**src/rtl/sdram_bus_arbiter_if.sv**
```systemverilog
// sdram_bus_arbiter_if: request/grant bus between NPORT requesters, the arbiter and sdram_ctrl.
// slave modport is the arbiter's view; master modport is the requesters plus sdram_ctrl.
// m_* : per-port write/read request, address, data and grant, plus broadcast read data.
// s_* : single downstream write/read request, address, data and grant, plus read data.
interface sdram_bus_arbiter_if #(
  parameter int NPORT = 2,
  parameter int AW    = 24,
  parameter int DW    = 16
);
  logic [NPORT-1:0]    m_wreq;
  logic [NPORT-1:0]    m_wgnt;
  logic [NPORT*AW-1:0] m_waddr;
  logic [NPORT*DW-1:0] m_wdata;
  logic [NPORT-1:0]    m_rreq;
  logic [NPORT-1:0]    m_rgnt;
  logic [NPORT*AW-1:0] m_raddr;
  logic [DW-1:0]       m_rdata;
  logic                s_wreq;
  logic                s_wgnt;
  logic [AW-1:0]       s_waddr;
  logic [DW-1:0]       s_wdata;
  logic                s_rreq;
  logic                s_rgnt;
  logic [AW-1:0]       s_raddr;
  logic [DW-1:0]       s_rdata;
  modport slave (
    input  m_wreq, m_waddr, m_wdata, m_rreq, m_raddr, s_wgnt, s_rgnt, s_rdata,
    output m_wgnt, m_rgnt, m_rdata, s_wreq, s_waddr, s_wdata, s_rreq, s_raddr
  );
  modport master (
    output m_wreq, m_waddr, m_wdata, m_rreq, m_raddr, s_wgnt, s_rgnt, s_rdata,
    input  m_wgnt, m_rgnt, m_rdata, s_wreq, s_waddr, s_wdata, s_rreq, s_raddr
  );
endinterface

```
**src/rtl/sdram_bus_arbiter.sv**
```systemverilog
// sdram_bus_arbiter: shares one sdram_ctrl request bus between NPORT requesters, one transaction at a time.
// Ports: clk, rst_n (async active-low), bus (sdram_bus_arbiter_if.slave), busy (transaction in flight),
// owner (current or last owning port).
// Round-robin by default; define SDRAM_ARB_FIXED_PRIO_EN for fixed priority (lowest index wins).
module sdram_bus_arbiter #(
  parameter int NPORT = 2,
  parameter int AW    = 24,
  parameter int DW    = 16,
  localparam int OW   = (NPORT > 1) ? $clog2(NPORT) : 1
) (
  input  logic                 clk,
  input  logic                 rst_n,
  sdram_bus_arbiter_if.slave   bus,
  output logic                 busy,
  output logic [OW-1:0]        owner
);
  typedef enum logic {IDLE, BUSY} state_t;
  state_t state;
  logic is_wr;
  logic found;
  logic [OW-1:0] win;
  logic [NPORT-1:0] elig;
  logic held;
  logic hit;
  assign elig = bus.m_wreq | bus.m_rreq;
`ifdef SDRAM_ARB_FIXED_PRIO_EN
  // Scanning downward lets the lowest eligible index overwrite the rest.
  always_comb begin
    found = 1'b0;
    win = '0;
    for (int k = NPORT - 1; k >= 0; k--)
      if (elig[k]) begin
        found = 1'b1;
        win = OW'(k);
      end
  end
`else
  logic [OW-1:0] ptr;
  // Scanning offsets downward lets the eligible port closest to ptr win.
  always_comb begin
    found = 1'b0;
    win = '0;
    for (int k = NPORT - 1; k >= 0; k--)
      if (elig[(int'(ptr) + k) % NPORT]) begin
        found = 1'b1;
        win = OW'((int'(ptr) + k) % NPORT);
      end
  end
`endif
  assign held = is_wr ? bus.m_wreq[owner] : bus.m_rreq[owner];
  assign hit = busy && (is_wr ? bus.s_wgnt : bus.s_rgnt);
  assign bus.m_rdata = bus.s_rdata;
  // Grant is routed back combinationally so the owner sees it in the downstream grant cycle.
  always_comb begin
    bus.m_wgnt = '0;
    bus.m_rgnt = '0;
    if (busy && is_wr && bus.s_wgnt) bus.m_wgnt[owner] = 1'b1;
    if (busy && !is_wr && bus.s_rgnt) bus.m_rgnt[owner] = 1'b1;
  end
  always_ff @(posedge clk or negedge rst_n) begin
    if (!rst_n) begin
      state <= IDLE;
      busy <= 1'b0;
      owner <= '0;
      is_wr <= 1'b0;
      bus.s_wreq <= 1'b0;
      bus.s_rreq <= 1'b0;
      bus.s_waddr <= '0;
      bus.s_wdata <= '0;
      bus.s_raddr <= '0;
`ifndef SDRAM_ARB_FIXED_PRIO_EN
      ptr <= '0;
`endif
    end else if (state == IDLE) begin
      if (found) begin
        state <= BUSY;
        busy <= 1'b1;
        owner <= win;
        is_wr <= bus.m_wreq[win];
        if (bus.m_wreq[win]) begin
          bus.s_wreq <= 1'b1;
          bus.s_waddr <= bus.m_waddr[win*AW +: AW];
          bus.s_wdata <= bus.m_wdata[win*DW +: DW];
        end else begin
          bus.s_rreq <= 1'b1;
          bus.s_raddr <= bus.m_raddr[win*AW +: AW];
        end
      end
    end else if (hit || !held) begin
      // Completion or abort; only a completed grant advances the pointer.
      state <= IDLE;
      busy <= 1'b0;
      bus.s_wreq <= 1'b0;
      bus.s_rreq <= 1'b0;
`ifndef SDRAM_ARB_FIXED_PRIO_EN
      if (hit) ptr <= (int'(owner) == NPORT - 1) ? '0 : owner + 1'b1;
`endif
    end
  end
endmodule

```
**src/flat_wrapper.sv**
```systemverilog
// flat-port wrapper written by rule: the top's interface ports become plain ports
module sdram_bus_arbiter_flat 
#(
  parameter int NPORT = 2,
  parameter int AW    = 24,
  parameter int DW    = 16,
  localparam int OW   = (NPORT > 1) ? $clog2(NPORT) : 1
)
  (clk, rst_n, busy, owner, bus_m_wreq, bus_m_waddr, bus_m_wdata, bus_m_rreq, bus_m_raddr, bus_s_wgnt, bus_s_rgnt, bus_s_rdata, bus_m_wgnt, bus_m_rgnt, bus_m_rdata, bus_s_wreq, bus_s_waddr, bus_s_wdata, bus_s_rreq, bus_s_raddr);
  sdram_bus_arbiter_if #(.NPORT(NPORT), .AW(AW), .DW(DW)) bus_i ();
  input  logic clk;
  input  logic rst_n;
  output logic busy;
  output logic [OW-1:0] owner;
  input wire logic [$bits(bus_i.m_wreq)-1:0] bus_m_wreq;
  input wire logic [$bits(bus_i.m_waddr)-1:0] bus_m_waddr;
  input wire logic [$bits(bus_i.m_wdata)-1:0] bus_m_wdata;
  input wire logic [$bits(bus_i.m_rreq)-1:0] bus_m_rreq;
  input wire logic [$bits(bus_i.m_raddr)-1:0] bus_m_raddr;
  input wire logic [$bits(bus_i.s_wgnt)-1:0] bus_s_wgnt;
  input wire logic [$bits(bus_i.s_rgnt)-1:0] bus_s_rgnt;
  input wire logic [$bits(bus_i.s_rdata)-1:0] bus_s_rdata;
  output wire logic [$bits(bus_i.m_wgnt)-1:0] bus_m_wgnt;
  output wire logic [$bits(bus_i.m_rgnt)-1:0] bus_m_rgnt;
  output wire logic [$bits(bus_i.m_rdata)-1:0] bus_m_rdata;
  output wire logic [$bits(bus_i.s_wreq)-1:0] bus_s_wreq;
  output wire logic [$bits(bus_i.s_waddr)-1:0] bus_s_waddr;
  output wire logic [$bits(bus_i.s_wdata)-1:0] bus_s_wdata;
  output wire logic [$bits(bus_i.s_rreq)-1:0] bus_s_rreq;
  output wire logic [$bits(bus_i.s_raddr)-1:0] bus_s_raddr;
  assign bus_i.m_wreq = bus_m_wreq;
  assign bus_i.m_waddr = bus_m_waddr;
  assign bus_i.m_wdata = bus_m_wdata;
  assign bus_i.m_rreq = bus_m_rreq;
  assign bus_i.m_raddr = bus_m_raddr;
  assign bus_i.s_wgnt = bus_s_wgnt;
  assign bus_i.s_rgnt = bus_s_rgnt;
  assign bus_i.s_rdata = bus_s_rdata;
  assign bus_m_wgnt = bus_i.m_wgnt;
  assign bus_m_rgnt = bus_i.m_rgnt;
  assign bus_m_rdata = bus_i.m_rdata;
  assign bus_s_wreq = bus_i.s_wreq;
  assign bus_s_waddr = bus_i.s_waddr;
  assign bus_s_wdata = bus_i.s_wdata;
  assign bus_s_rreq = bus_i.s_rreq;
  assign bus_s_raddr = bus_i.s_raddr;
  sdram_bus_arbiter #(.NPORT(NPORT), .AW(AW), .DW(DW)) u_core (.clk(clk), .rst_n(rst_n), .bus(bus_i), .busy(busy), .owner(owner));
endmodule
```
**config.mk**
```make
export PLATFORM = sky130hd
export DESIGN_NAME = sdram_bus_arbiter_flat
export DESIGN_NICKNAME = d
export VERILOG_FILES = /design/src/rtl/sdram_bus_arbiter_if.sv /design/src/rtl/sdram_bus_arbiter.sv /design/src/flat_wrapper.sv
export SDC_FILE = /design/constraint.sdc
export NUM_CORES = 1
export LEC_CHECK = 0
export BUFFER_PORTS_ARGS = -buffer_cell sky130_fd_sc_hd__clkbuf_2
export CAP_MARGIN = 15
export CELL_PAD_IN_SITES_DETAIL_PLACEMENT = 2
export CELL_PAD_IN_SITES_GLOBAL_PLACEMENT = 2
export CORE_MARGIN = 1
export CORE_UTILIZATION = 21
export CTS_CLUSTER_DIAMETER = 30
export DETAILED_ROUTE_END_ITERATION = 8
export PLACE_DENSITY_LB_ADDON = 0.1
export SYNTH_ARGS = -nofsm -noshare
export SYNTH_HDL_FRONTEND = slang
export SYNTH_SLANG_ARGS = --single-unit
```
**constraint.sdc**
```tcl
create_clock -name clk -period 1.6 [get_ports clk]
set_input_delay 0.24 -clock clk [delete_from_list [all_inputs] [get_ports clk]]
set_output_delay 0.24 -clock clk [all_outputs]
set_load 0.1 [all_outputs]
```
# Word level (Yosys, flattened, before mapping)
# Index checks and enable logic that the tools add are counted.
# word_totals
regBits,71
inputBits,152
out_inout_bits,88
word_cells,79
# classes
addsub,2
n_mul,1
n_lt_le_gt_ge,5
n_eq_ne,2
shift,3
mux,34
n_bitwise,4
n_reduce_logical,18
# op_table
op,count
$shiftx A48 B7 Y24,2
$shiftx A32 B6 Y16,1
$mux W1,31
$reduce_and A3 Y1,5
$logic_and A1 B1 Y1,6
$lt A1 B2 Y1 const B,3
$mux W2,2
$reduce_and A2 Y1,2
$reduce_bool A2 Y1,2
$lt A2 B3 Y1 const B,1
$mul A1 B2 Y3 const B,1
$add A1 B1 Y1 const B,2
$logic_not A1 Y1,2
$ne A2 B1 Y1 const B,1
$ne A2 B2 Y1 const B,1
$not A1 Y1,2
$or A2 B2 Y2,1
$and A1 B1 Y1 const A,1
$demux W1 S1,1
$ge A1 B1 Y1 const B,1
$logic_or A1 B1 Y1,1

# Logic depth before layout (Yosys ltp)
# logic_depth
ltp_word,12
mapped_depth,7
ltp_nobuf,4

# Worst setup path before layout
# OpenSTA, ideal clock, no wires.
# synth_path
kind,reg2out
from,register u_core.owner
to,output port bus_m_rgnt[0]
arrival_time_ns,2.402
required_ns,1.360
slack_ns,-1.042
path_stages_with_launch,4
n_path_buf,0
path_cell_list,dfrtp_1 inv_1 nand2_1 nor2_1
# synth_between
elab_chain_len,5
word_cells_on_any_way,6
cone_classes,2 x order compare; 3 x mux; 1 x reduce/logical
# synth_rtl
item,line_no,text
from (decl),sdram_bus_arbiter.sv:15,output logic [OW-1:0] owner
from (signal assigned),sdram_bus_arbiter.sv:78,owner <= win;
$lt A1 B2 Y1 (not written as such) / $ge A1 B1 Y1 (equally long branches),sdram_bus_arbiter.sv:58,if (busy && !is_wr && bus.s_rgnt) bus.m_rgnt[owner] = 1'b1;
$logic_and A1 B1 Y1 (not written as such),sdram_bus_arbiter.sv:58,
$mux W1 (not written as such),sdram_bus_arbiter.sv:58,
$demux W1 S1 (*),n/a,
$mux W2 (*),sdram_bus_arbiter.sv:58,
to (decl),flat_wrapper.sv:24,output wire logic [$bits(bus_i.m_rgnt)-1:0] bus_m_rgnt;
# Every way passes the cells marked *; elsewhere a longest branch is shown, timed or not.

# Final worst setup path
# layout_path
from,register u_core.ptr
to,register u_core.bus.s_raddr[1]
# layout_between
elab_chain_len,10
word_cells_on_any_way,16
cone_classes,1 x add/sub; 1 x mul; 1 x shift; 11 x mux; 1 x bitwise; 1 x reduce/logical
# layout_rtl
item,line_no,text
from (decl),sdram_bus_arbiter.sv:38,logic [OW-1:0] ptr;
from (signal assigned),sdram_bus_arbiter.sv:96,if (hit) ptr <= (int'(owner) == NPORT - 1) ? '0 : owner + 1'b1;
"parallel branches: the longest is 10 deep, another holds $mul A1 B2 Y3",n/a,
to (signal assigned),sdram_bus_arbiter.sv:86,bus.s_raddr <= bus.m_raddr[win*AW +: AW];
to (decl),sdram_bus_arbiter_if.sv:28,"output m_wgnt, m_rgnt, m_rdata, s_wreq, s_waddr, s_wdata, s_rreq, s_raddr"
# Parallel ways; which one is timed is not known. The select of a mux whose other input is x is not followed.
# A chain may end at the register's enable or synchronous reset.

==> run_results.csv <==
group,metric,value,unit
run_status,status,"complete, but fails checks",
run_status,failed_checks,"negative setup slack",
clock_tree,cts_buffers,9,
global_routing,grt_overflow,0,
setup_path,cp-end-kind,"flip-flop",
synthesis,synth_cells,313,
route,drtPass1Iterations,4,
setup_path,crit_buf_inv,2,
synthesis,avgSynthCellArea,11.4,um^2
place,gp_congestion,0.722,
synthesis,synthesis.nets,465,
global_routing,grtUsageTotal,13.9,%
timing,period_share,100,%
route,wl_per_cell,16.4,um
timing,rsz0062_at_grt,"true",
timing,worst_slack,-0.00747,ns
worst_hold_path,hp-class,"in2reg",
place,numPortBuffers,207,
clock_tree,cts_tree,"built",
setup_path,crit_top_cell,"mux2_4",
route,antenna_left,0,
setup_path,slowest_stage,"dfrtp_2",
place,pre_cts_slack,-0.0264,ns
synthesis,ys_seq_elements,71,
setup_path,cp_top_family,"multiplexers",
run,drv_cap,0,
global_routing,grt_pass1_wl,18800,um
final_layout,drive_gt1_share,60.5,%
route,viasPerCell,4.22,
final_layout,syn2layout_area_growth,56.5,%
global_routing,first_global_vias,3490,
route,drt_iter0_drc,53,
timing,setup_viol,5,
global_routing,grt_max_degree,43,
setup_path,worstSetupPathType,"reg2reg",
synthesis,ys_warn_count,0,
place,dpl.hpwl,8960,um
setup_path,crit_required,1.82,ns
setup_path,max_stage_delay,0.45,ns
clock_tree,cts_root_buffer,"clkbuf_16",
timing,layout_min_cycle_time,1.61,ns
synthesis,synth_cell_types,29,
timing,max_slew.worst_pin.slew,0.576,ns
clock_tree,cts_sinks,71,
final_layout,antenna_cells,0,
die,core,0.0166,mm^2
route,drt-total-wl,12300,um
clock_tree,clk_pin_slew,0.06,ns
clock_tree,ctsHtreeMaxLevel,3,
timing,drv_slew,0,
route,vias,3175,
timing,max_clock_freq,0.622,GHz
timing,slew_headroom,61.7,%
setup_path,crit_chain,"o22ai_4 > buf_12 > buf_16 > mux2_4 > mux2_4",
synthesis,syn-cell-area,0.00357,mm^2
route,drc,0,
die,dieWidth,132,um
final_layout,nets,679,
die,die_area,0.0175,mm^2
clock_tree,clockBufferDepth,2,
die,rows,47,
timing,final_hold_viol_count,0,
setup_path,critPathLaunchType,"flip-flop",
synthesis,ys_seq_area_share,49.7,%
global_routing,grt_antenna_before_repair,0,
die,die_h,132,um
setup_path,cp_max_fo,8,
setup_path,crit_arrival,1.83,ns
die,start_util,21.6,%
timing,clock_skew,0.00590,ns
clock_tree,clock_latency,0.33,ns
die,ioPinCount,240,
[cell usage after synthesis (all sizes together)]
| master | count | area share (%) |
|---|---|---|
| clkbuf | 5 | 0.53 |
| a21oi | 4 | 0.56 |
| mux2i | 41 | 11 |
| nand2b | 2 | 0.35 |
| nor4 | 1 | 0.18 |
| a211o | 1 | 0.25 |
| a21boi | 1 | 0.21 |
| o21a | 1 | 0.21 |
| mux2 | 48 | 16 |
| inv | 4 | 0.42 |
| buf | 29 | 6.4 |
| o311ai | 1 | 0.25 |
| nand2 | 45 | 4.7 |
| nor2b | 1 | 0.18 |
| a21bo | 1 | 0.28 |
| o31ai | 1 | 0.60 |
| o22ai | 2 | 0.53 |
| and2 | 1 | 0.18 |
| a311oi | 1 | 0.25 |
| nor2 | 9 | 0.94 |
| o221ai | 1 | 0.25 |
| a21o | 1 | 0.21 |
| dfrtp | 71 | 50 |
| o21ai | 41 | 5.7 |
[worst register-to-register path: cells and delay by family (launching register included)]
kind            cells  cell delay [ns]
compound gates      1             0.20
mux                 2             0.56
buf+inv             2             0.29
flops               1             0.45
[final timing paths]
| check | startpoint | cells after the start | slack [ns] | end |
|---|---|---|---|---|
| max reg2reg | u_core.ptr$_DFFE_PN0P_ | 5 | -0.007 | u_core.bus.s_raddr[1]$_DFFE_PN0P_ |
| max | u_core.ptr$_DFFE_PN0P_ | 5 | -0.007 | u_core.bus.s_raddr[1]$_DFFE_PN0P_ |
| min reg2reg | u_core.bus.s_waddr[20]$_DFFE_PN0P_ | 2 | 0.48 | u_core.bus.s_waddr[20]$_DFFE_PN0P_ |
| min in group asynchronous | rst_n | 2 | 0.37 | u_core.bus.s_raddr[10]$_DFFE_PN0P_ |
| max in group asynchronous | rst_n | 3 | 0.66 | u_core.bus.s_waddr[19]$_DFFE_PN0P_ |
| min | bus_m_waddr[27] | 3 | 0.19 | u_core.bus.s_waddr[3]$_DFFE_PN0P_ |
[what timing repair did]
action / 4_1_cts / 5_1_grt
resized for setup: 6 / 22
setup buffers: 6 / 1
endpoints found under the hold margin: 23 / 0
cloned: 1 / 2
hold buffers: 1 / 0
pin swaps: 2 / 1
setup endpoints to repair: 23 / 58
[logic make-up (layout without fill, tap and decap cells)]
group	Yosys count	in the layout	synth area share (%)
AO/OA/AOI/OAI	56	56	9.31
buffers and inverters	38	257	7.32
flip-flops	71	71	49.7
multiplexers	89	89	27.1
AND/OR/NAND/NOR	59	59	6.55
[cell usage in the layout, fill, tap and decap left out, drive strengths merged, types with 2 or more instances in the layout]
master	instances
o21ai	41
buf	32
bufinv	4
nand2b	2
dfrtp	71
mux2i	41
o22ai	2
a21oi	4
nand2	45
inv	4
nor2	9
clkbuf	215
mux2	48
[stage by stage]
stage	area [um^2]	TNS [ns]	cells	utilization (%)	hold slack, ns
2_1_floorplan	3620	-0.567	313	-	-0.0556
3_3_place_gp	5000	0	727	30.2	0.202
6_report	5600	-0.0212	752	33.7	0.192
4_1_cts	5490	-0.0564	750	33.1	0.187
5_1_grt	5600	-1.61	752	33.7	0.200
3_5_place_dp	5000	-0.261	727	30.2	0.199
[registers in the layout, indices dropped and copies added, names as in the netlist]
signal              cells
u_core.bus.s_raddr     24
u_core.bus.s_rreq       1
u_core.bus.s_waddr     24
u_core.bus.s_wdata     16
u_core.bus.s_wreq       1
u_core.busy             1
u_core.is_wr            1
u_core.owner            1
u_core.ptr              1
u_core.state            1
[final cells by class]
cell class | instances | area [um^2]
Inverter | 4 | 20.0
Tap cell | 220 | 275
Fill cell | 1856 | 11000
Timing Repair Buffer | 237 | 1470
Multi-Input combinational cell | 204 | 1670
Clock buffer | 11 | 253
Clock inverter | 5 | 128
Sequential cell | 71 | 1790
[metal layers]
metal  up-vias  GRT usage, %  routed length [um]
li1       1497             -                   -
met1      1520          15.8                5120
met2       143          23.9                5990
met3        15          4.79                1040
met4         0          5.43                 170
met5         -             0                   0
Power is left out: the tool's default activity adds up to more than one toggle a clock period on the data nets, which glitch-free logic cannot reach.
